`src/rtl/hilo_div_seq.sv`:
```
// hilo_div_seq
//
// Sequencer between the main control unit and the iterative divider. It owns
// the architectural HI/LO registers. A divide request is latched, the divider
// gets a one-cycle start strobe, and the sequencer waits for completion or
// divide-by-zero. The quotient goes to LO and the remainder goes to HI.
// MTHI/MTLO writes are serviced while idle.
//
// Optional feature: define HILO_TIMEOUT_EN to build a WAIT watchdog that gives
// up after TIMEOUT cycles. Without it, `timeout` is tied low and WAIT waits
// forever.
//
// Parameters
//   DATA_W   operand / register width (32 for the architectural registers)
//   TIMEOUT  watchdog limit in WAIT cycles (1..255, HILO_TIMEOUT_EN only)
//
// Ports
//   clk                in   system clock, rising edge
//   reset              in   asynchronous active-low reset
//   start              in   divide request, sampled only in IDLE
//   op_a, op_b         in   dividend / divisor, latched with start
//   hi_we, lo_we       in   MTHI / MTLO write enables (IDLE only)
//   wdata              in   MTHI / MTLO data
//   div_high, div_low  in   divider remainder / quotient
//   div_end, div_zero  in   divider completion / divide-by-zero flags
//   div_ctrl           out  one-cycle start strobe to the divider
//   div_a, div_b       out  registered operands to the divider
//   hi, lo             out  architectural HI / LO
//   busy               out  high whenever not IDLE
//   done               out  one-cycle pulse, HI/LO updated
//   exc_div0           out  one-cycle pulse, divide-by-zero
//   timeout            out  one-cycle pulse, watchdog expired
module hilo_div_seq #(
  parameter int DATA_W  = 32,
  parameter int TIMEOUT = 40
) (
  input  logic                     clk,
  input  logic                     reset,
  input  logic                     start,
  input  logic signed [DATA_W-1:0] op_a,
  input  logic signed [DATA_W-1:0] op_b,
  input  logic                     hi_we,
  input  logic                     lo_we,
  input  logic signed [DATA_W-1:0] wdata,
  input  logic signed [DATA_W-1:0] div_high,
  input  logic signed [DATA_W-1:0] div_low,
  input  logic                     div_end,
  input  logic                     div_zero,
  output logic                     div_ctrl,
  output logic signed [DATA_W-1:0] div_a,
  output logic signed [DATA_W-1:0] div_b,
  output logic signed [DATA_W-1:0] hi,
  output logic signed [DATA_W-1:0] lo,
  output logic                     busy,
  output logic                     done,
  output logic                     exc_div0,
  output logic                     timeout
);

  // The watchdog counter is 8 bits wide, so the limit must fit in it.
  if (TIMEOUT < 1 || TIMEOUT > 255) begin : g_bad_timeout
    $error("hilo_div_seq: TIMEOUT must be in 1..255");
  end

  typedef enum logic [1:0] {
    IDLE  = 2'd0,
    ISSUE = 2'd1,
    WAIT  = 2'd2,
    DONE  = 2'd3
  } state_t;

  state_t state, state_nxt;

  logic ld_ops;    // accept a divide: capture operands
  logic ld_res;    // divider finished: capture quotient / remainder
  logic wr_hi;     // MTHI
  logic wr_lo;     // MTLO
  logic set_div0;  // divide-by-zero seen in WAIT

`ifdef HILO_TIMEOUT_EN
  logic [7:0] wait_cnt;
  logic       expired;
  logic       set_tmo;

  // Cleared during ISSUE, so it is zero on entry to WAIT. It then counts WAIT
  // cycles. Expiry fires on the TIMEOUT-th WAIT edge.
  always_ff @(posedge clk or negedge reset) begin
    if (!reset) begin
      wait_cnt <= '0;
    end else if (state == ISSUE) begin
      wait_cnt <= '0;
    end else if (state == WAIT) begin
      wait_cnt <= wait_cnt + 8'd1;
    end
  end

  assign expired = (state == WAIT) && (wait_cnt == 8'(TIMEOUT - 1));
`endif

  // State register
  always_ff @(posedge clk or negedge reset) begin
    if (!reset) begin
      state <= IDLE;
    end else begin
      state <= state_nxt;
    end
  end

  // Next state and load controls
  always_comb begin
    state_nxt = state;
    ld_ops    = 1'b0;
    ld_res    = 1'b0;
    wr_hi     = 1'b0;
    wr_lo     = 1'b0;
    set_div0  = 1'b0;
`ifdef HILO_TIMEOUT_EN
    set_tmo   = 1'b0;
`endif
    case (state)
      IDLE: begin
        // A write on the same edge as start still lands. The divide result
        // overwrites it later.
        wr_hi = hi_we;
        wr_lo = lo_we;
        if (start) begin
          ld_ops    = 1'b1;
          state_nxt = ISSUE;
        end
      end
      ISSUE: begin
        state_nxt = WAIT;
      end
      WAIT: begin
        // div_zero wins over div_end. Both win over an expiry on the same edge.
        if (div_zero) begin
          set_div0  = 1'b1;
          state_nxt = IDLE;
        end else if (div_end) begin
          ld_res    = 1'b1;
          state_nxt = DONE;
        end
`ifdef HILO_TIMEOUT_EN
        else if (expired) begin
          set_tmo   = 1'b1;
          state_nxt = IDLE;
        end
`endif
      end
      DONE: begin
        state_nxt = IDLE;
      end
      default: begin
        state_nxt = IDLE;
      end
    endcase
  end

  // Operand and architectural registers
  always_ff @(posedge clk or negedge reset) begin
    if (!reset) begin
      div_a <= '0;
      div_b <= '0;
      hi    <= '0;
      lo    <= '0;
    end else begin
      if (ld_ops) begin
        div_a <= op_a;
        div_b <= op_b;
      end
      if (ld_res) begin
        hi <= div_high;
        lo <= div_low;
      end else begin
        if (wr_hi) hi <= wdata;
        if (wr_lo) lo <= wdata;
      end
    end
  end

  // Exception pulses are registered. They are high for the IDLE cycle that
  // follows the abort.
  always_ff @(posedge clk or negedge reset) begin
    if (!reset) begin
      exc_div0 <= 1'b0;
    end else begin
      exc_div0 <= set_div0;
    end
  end

`ifdef HILO_TIMEOUT_EN
  always_ff @(posedge clk or negedge reset) begin
    if (!reset) begin
      timeout <= 1'b0;
    end else begin
      timeout <= set_tmo;
    end
  end
`else
  assign timeout = 1'b0;
`endif

  assign div_ctrl = (state == ISSUE);
  assign busy     = (state != IDLE);
  assign done     = (state == DONE);

endmodule

```
`config.mk`:
```
export PLATFORM = sky130hd
export DESIGN_NAME = hilo_div_seq
export DESIGN_NICKNAME = d
export VERILOG_FILES = /design/src/rtl/hilo_div_seq.sv
export SDC_FILE = /design/constraint.sdc
export NUM_CORES = 1
export LEC_CHECK = 0
export BUFFER_PORTS_ARGS = -buffer_cell sky130_fd_sc_hd__buf_2
export CORE_UTILIZATION = 40
export CTS_BUF_LIST = sky130_fd_sc_hd__clkbuf_16
export DETAILED_ROUTE_END_ITERATION = 16
export PLACE_DENSITY = 0.73
export SETUP_SLACK_MARGIN = 0.02
export SLEW_MARGIN = 30
export SYNTH_ARGS = -nofsm -noshare
export SYNTH_HDL_FRONTEND = slang
export SYNTH_SLANG_ARGS = --single-unit
```
`constraint.sdc`:
```
create_clock -name clk -period 2.5 [get_ports clk]
set_clock_uncertainty 0.05 [all_clocks]
set_input_delay 0.5 -clock clk [delete_from_list [all_inputs] [get_ports clk]]
set_output_delay 0.5 -clock clk [all_outputs]
set_load 0.02 [all_outputs]
```
==> results of run 1 <==
[how the worst min path moves through the flow]
stage,start,to,slack [ns],depth (start not counted)
after floorplan,reset,div_a[0],0.15,0
final,op_b[23],div_b[23],0.25,2
after CTS,op_a[18],div_a[18],0.23,2
after global placement,reset,hi[7],0.28,1
after global routing,op_b[16],div_b[16],0.24,2
after detailed placement,reset,hi[6],0.28,1
[synthesized netlist by cell type, types with 2 or more instances]
cell / count / area [um2]
mux2_2: 32 / 360
mux2_1: 96 / 1080
clkbuf_1: 2 / 7.51
mux2i_1: 32 / 320
o21ai_1: 32 / 160
a21oi_1: 2 / 10.0
nand2b_1: 2 / 12.5
buf_6: 3 / 33.8
nand2_1: 32 / 120
nor3b_1: 2 / 15.0
buf_2: 13 / 65.1
dfrtp_1: 131 / 3280
buf_4: 7 / 52.6
[power by group]
group	switching, mW	internal [mW]
clock network	0.868	1.54
logic	2.70	1.82
registers	0.561	3.21
total	4.13	6.57
[through the flow]
stage / instances / total power, mW / hold WS, ns / utilization
after global routing: 888 / 11.3 / 0.237 / 0.586
after floorplan: 396 / 6.63 / 0.154 / -
after detailed placement: 855 / 8.38 / 0.277 / 0.543
final: 888 / 10.7 / 0.253 / 0.586
after CTS: 888 / 10.8 / 0.233 / 0.586
after global placement: 855 / 8.24 / 0.279 / 0.543
[layout by cell type, fill, tap and decap left out, types with 2 or more instances in the layout]
master,instances
bufinv_16,3
buf_2,297
buf_4,7
mux2i_1,32
dfrtp_1,131
nand2_1,32
o21ai_1,32
inv_1,4
clkbuf_16,17
clkinv_2,5
nand2b_1,2
buf_12,4
mux2_1,96
clkinv_1,2
mux2_2,32
[cell families after synthesis]
logic type	Yosys count	synth area share
compound gates	34	0.0305
buf+inv	26	0.0291
flops	131	0.587
mux	160	0.315
other cells	1	0.000671
simple gates	44	0.0376
[metal layers]
layer | vias to the layer above | wire, um | GRT usage
met5 | - | 0 | 0
met2 | 212 | 7120 | 0.351
li1 | 1999 | - | -
met3 | 22 | 1270 | 0.0660
met1 | 2018 | 5270 | 0.206
met4 | 0 | 267 | 0.0852
[registers in the layout, summed over array words and instances, names as in the netlist]
name / count
state: 2
div_b: 32
lo: 32
hi: 32
div_a: 32
exc_div0: 1
[layout make-up]
type,count,area (um2)
fillers,1105,5570
flip-flops and latches,131,3280
multi-input cells,239,2180
repair buffers,309,1630
clock buffers,17,425
well taps,176,220
clock inverters,15,150
inverters,1,3.75
[worst max-delay path, cell delays in order, from the launching register on]
cell and delay (ns):
dfrtp_1 0.50, nor4bb_4 0.49, buf_12 0.30, mux2_1 0.36, mux2_2 0.26
==> impl_results.md, run 1 <==
- Yosys warns: 0
- DRT Pass-1 Iters: 4
- Synth Instances: a little under 400
- Worst Setup SP: state[0]
- Syn_area_per_cell: between 10 and 15 um2
- N_diodes: 0
- Antenna-violating nets left: 0
- # clock sinks: approximately 130
- Worst VDD drop: 0.000760 V
- Post-DP Area: approximately 0.0073 mm2
- Crit path capture: hi[14]
- First-pass GRT wire length: ~22 mm
- Worst slack at placement: approximately 0.3 ns
- CTS tree: done
- Power Density: 1360 mW/mm2
- Final WS setup: slightly below 0.4 ns
- Setup crit start kind: register
- Number of nets in the layout: a little under 900
- Outcome: finished clean
- Post-synthesis net count: 563
- Starting Density: 0.415
- Required time of the critical path: approximately 2.7 ns
- Initial antenna violation count: 0
- Core area: between 0.01 and 0.015 mm2
- Leak pwr: roughly 3.8 nW
- Worst Reg-to-Reg Cells: 4
- Number of synthesized flops with an enable pin: 0
- Vias: 4251
- Reg-to-Reg Start: state[0]
- CTS resizes: 0
- Wire per inst: about 16 um
- Total gr overflow: 0
- Critical Path Sink Type: register
- CP Data Arrival Time: 2.35 ns
- DIE HEIGHT: about 120 um
- Kind of critical path: reg -> reg
- Fmax: about 470 MHz
- Residual DRC: 0
- DP HPWL: between 10 and 15 mm
- Share of layout cells above drive strength 1: 0.522
- Worst-path clk slew: about 0.05 ns
- Cell Rows: 42
- Design area: ~0.0079 mm2
- R2R setup slack: a little under 0.4 ns
- Top Ports: 300
- H-tree level count: 4
- Clk root buf: clkbuf_16
- Sequential area share after synthesis: 0.587
- Post-synth top flop: dfrtp_1
- Cts hold-fix bufs: 1
- Asr flop ratio synth: 1.00
- GRT Overall Usage: 0.195
- Largest net degree at the start of global routing: 74
- FF+latch count, synth: about 130
- CTS max path bufs: 2
- Final Critical Period: 2.11 ns
- RePlAce Congestion: around 0.77
- Max_slew headroom: 0.665
- Setup_tns: 0 ns
- Area grow syn2layout: 41.1%
- Crit Reg-Reg Endpoint: hi[14]
- Initial drt markers: around 110
- Worst-margin pin slew: 0.503 ns
- Hold Vio Cnt, Final: 0
- Overall die width: 120 um
- Maxcap violations: 0
- Post-CTS Setup Inserts: 0
- Hold/Removal Path Class: in -> reg
- Worst Path Max Fanout: between 50 and 60
- Vias in the first global route: around 4600
- Clock Latency Late Sink: between 0.4 and 0.5 ns
- Post-Syn Area: 0.00559 mm2
- RSZ-0062 raised after global routing: no
- Max Transition Viols Final: 0
- Final setup violation count: 0
- Number of buffers created by CTS: 17
- Distinct cells, synth: 23
- Port Buffers: approximately 300
- Total Routed Length: ~14 mm
- Tcrit/Tclk final: 0.845
- Die area: around 0.014 mm2
- Drt via density: around 4.8
No activity file was read; power rests on OpenSTA's default activity.
==> run 2, diff against run 1 <==
ABC_AREA = 1   (was default)
PLACE_DENSITY = 0.72   (was 0.73)
clock period = 2.1 ns   (was 2.5 ns; I/O delays follow)
==> run 2 against run 1 <==
Net effect: count of clock-buffer cells in the layout did not move; combinational power rose by 27%; first-iteration DRC count rose to 4.0 times the previous value; utilization is 1.3 points lower; power increased by 19%; sequential share of layout area down 0.82 points; synthesized cell count rose by 83%; die area up 4.3%; sequential power grew 16%; via count rose by 43%; register-to-register slack better by 0.10 ns; critical path type is now reg -> out; largest power group unchanged.
==> impl_results.md, run 2 <==
- Outcome: finished clean
- Fin util: 0.573 (-0.0134)
- Residual DRC: 0 (unchanged)
- Fmax: about 570 MHz
- RePlAce Congestion: 0.807 (+5.3%)
- Crit path capture: busy
- Hold/Removal Path Class: in -> reg
- First-pass GRT wire length: 28.6 mm (+33%)
- DIE HEIGHT: 123 um (+2.1%)
- GRT Overall Usage: 0.250 (+0.0550)
- Drt via density: 5.08 (+6.0%)
- Kind of critical path: reg -> out
- Starting Density: 0.415 (about the same)
- Reg power frac: 0.343 (-0.009)
- Setup crit start kind: register
- DRT Pass-1 Iters: 6 (+2)
- Number of buffers created by CTS: 17 (unchanged)
- Number of synthesized flops with an enable pin: 0 (unchanged)
- Commonest non-fill, non-tap cell in the layout: buf_2
- Total gr overflow: 0 (unchanged)
- Int Pwr: 7.15 mW (+8.8%)
- Number of nets in the layout: 1176 (+36%)
- Initial antenna violation count: 0 (unchanged)
- Worst-path cell chain: inv_1 -> nand2_1 -> buf_2
- Yosys warns: 0 (unchanged)
- CTS resizes: 0 (unchanged)
- Fin Hold WS: 0.167 ns (-0.0865 ns)
- Placed cell count: 1169 (+37%)
- Synth area leaders: dfrtp_1 56%, nand3_1 19%, nand2_1 19%
- Wire per inst: 15.5 um (-1.3%)
- Hold Vio Cnt, Final: 0 (unchanged)
- Port Buffers: 298 (unchanged)
- Final setup violation count: 0 (unchanged)
- FF+latch count, synth: 131 (unchanged)
- Vias: 6086 (+43%)
- Switching power: 5.55 mW (+34%)
- Max_slew headroom: 0.566 (-0.0994)
- Worst Reg-to-Reg Cells: 8 (+4)
- Maxcap violations: 0 (unchanged)
- Total Routed Length: 18.6 mm (+33%)
- RSZ-0062 raised after global routing: no
- Post-synth top flop: dfrtp_1
- Largest area contributor in the netlist: dfrtp_1
- Vias in the first global route: 5625 (+24%)
- Top Ports: 300 (unchanged)
- Overall die width: 123 um (+2.1%)
- H-tree level count: 4 (unchanged)
- Initial drt markers: 448 (+300%)
- Clk root buf: clkbuf_16
- CP max-delay cell: dfrtp_1
- Max Transition Viols Final: 0 (unchanged)
- Cts hold-fix bufs: 1 (unchanged)
- Cell Rows: 43 (+2.4%)
- Post-CTS Setup Inserts: 0 (unchanged)
- Reg-to-Reg Start: state[1]
- Synth Instances: 726 (+83%)
- Antenna-violating nets left: 0 (unchanged)
- CTS tree: done
- Syn_area_per_cell: 8.03 um2 (-43%)
- Largest net degree at the start of global routing: 65 (-12%)
- Clock Latency Late Sink: 0.41 ns (about the same)
- Core area: 0.0140 mm2 (+4.4%)
- Worst Path Max Fanout: 5 (-91%)
- Area grow syn2layout: 37.9%
- Worst Setup SP: state[0]
- Asr flop ratio synth: 1.00 (unchanged)
- Switching part of the total: 0.437 (+0.0510)
- Post-Syn Area: 0.00583 mm2 (+4.4%)
- Power Density: 1580 mW/mm2 (+16%)
- Clock share of power: 0.203 (-0.022)
- Sequential area share after synthesis: 0.562 (-0.0248)
- Most frequent cells in the layout: 297 x buf_2, 295 x nand2_1, 224 x nand3_1
- Comb pwr share: 0.453 (+0.030)
- Post-DP Area: 0.00753 mm2 (+3.1%)
- # clock sinks: 131 (unchanged)
- DP HPWL: 13.2 mm (+24%)
- R2R setup slack: 0.49 ns (+0.10 ns)
- Worst-path clk slew: 0.06 ns (about the same)
- Post-synthesis net count: 893 (+59%)
- Crit-path max cell delay: 0.46 ns (-0.04 ns)
- Share of layout cells above drive strength 1: 0.341 (-0.182)
- Leak pwr: 4.68 nW (+22%)
- Required time of the critical path: 1.63 ns (-1.11 ns)
- N_diodes: 0 (unchanged)
- CP Data Arrival Time: 1.29 ns (-1.06 ns)
- Critical Path Sink Type: output pin
- Tcrit/Tclk final: 0.837
- Yosys top cell area share: 0.562 (-0.0248)
- Worst VDD drop: 0.000624 V (-18%)
- Filler cell count: 1316 (+19%)
- CTS max path bufs: 2 (unchanged)
- Final Critical Period: approximately 1.8 ns
- Crit Reg-Reg Endpoint: hi[2]
- Most common cell in the netlist: nand2_1
- Distinct cells, synth: 14 (-39%)
- Design area: 0.00804 mm2 (+2.0%)
- Top cells by count, synth: 297 x nand2_1, 224 x nand3_1, 131 x dfrtp_1, 26 x clkbuf_1, 21 x buf_2
- Worst-margin pin slew: 0.652 ns (+0.149 ns)
- Die area: 0.0151 mm2 (+4.3%)
- Setup_tns: 0 ns (unchanged)
- Finished Layout Cells: 1199 (+35%)
[run 2: final cells by class]
cell class	count	area [um2]	area share
clock buffers	17	425	0.0529
repair buffers	320	1700	0.211
well taps	180	225	0.0280
inverters	7	26.3	0.00327
clock inverters	12	78.8	0.00980
flip-flops and latches	131	3280	0.408
multi-input cells	532	2310	0.287
[run 2: through the flow]
stage | power (mW) | setup WS [ns]
finish | 12.7 | 0.341
detailed placement | 10.2 | 0.421
global placement | 10.1 | 0.454
floorplan | 7.96 | 0.645
global route | 13.6 | 0.261
CTS | 12.8 | 0.313
[run 2: worst max-delay path, delay by kind of cell, from the launching register on]
kind	cells	cell delay (ns)
buffers and inverters	2	0.31
DFF	1	0.46
and+or+nand+nor	1	0.11
[run 2: worst min-delay path by stage]
stage	cells past startpoint	to	startpoint	slack [ns]
floorplan	0	div_a[0]	reset	0.07
global placement	1	div_a[2]	reset	0.31
detailed placement	1	div_a[10]	reset	0.31
CTS	3	lo[20]	div_low[20]	0.15
global route	3	lo[4]	div_low[4]	0.16
finish	3	lo[4]	div_low[4]	0.17
[run 2: cell families (layout without fill, tap and decap cells)]
logic type             after synthesis  in the layout  share of synthesized area
flip-flops                         131            131                      0.562
AND/OR/NAND/NOR                    529            529                      0.390
AO/OA/AOI/OAI                        2              2                    0.00172
other                                1              1                   0.000643
buffers and inverters               63            356                     0.0457
[run 2: power groups by stage]
stage	combinational, mW	clock (mW)	sequential, mW
after global placement	5.73	0	4.34
after CTS	5.81	2.63	4.35
after global routing	6.31	2.76	4.50
after floorplan	2.15	0	5.81
final	5.76	2.58	4.36
after detailed placement	5.82	0	4.36
[run 2: per-layer routing]
metal  vias up  share of wire  GRT usage
li1       2929              -          -
met1      2838           0.40      0.313
met2       279           0.49      0.403
met3        40          0.077     0.0660
met4         0          0.028      0.117
met5         -              0          0
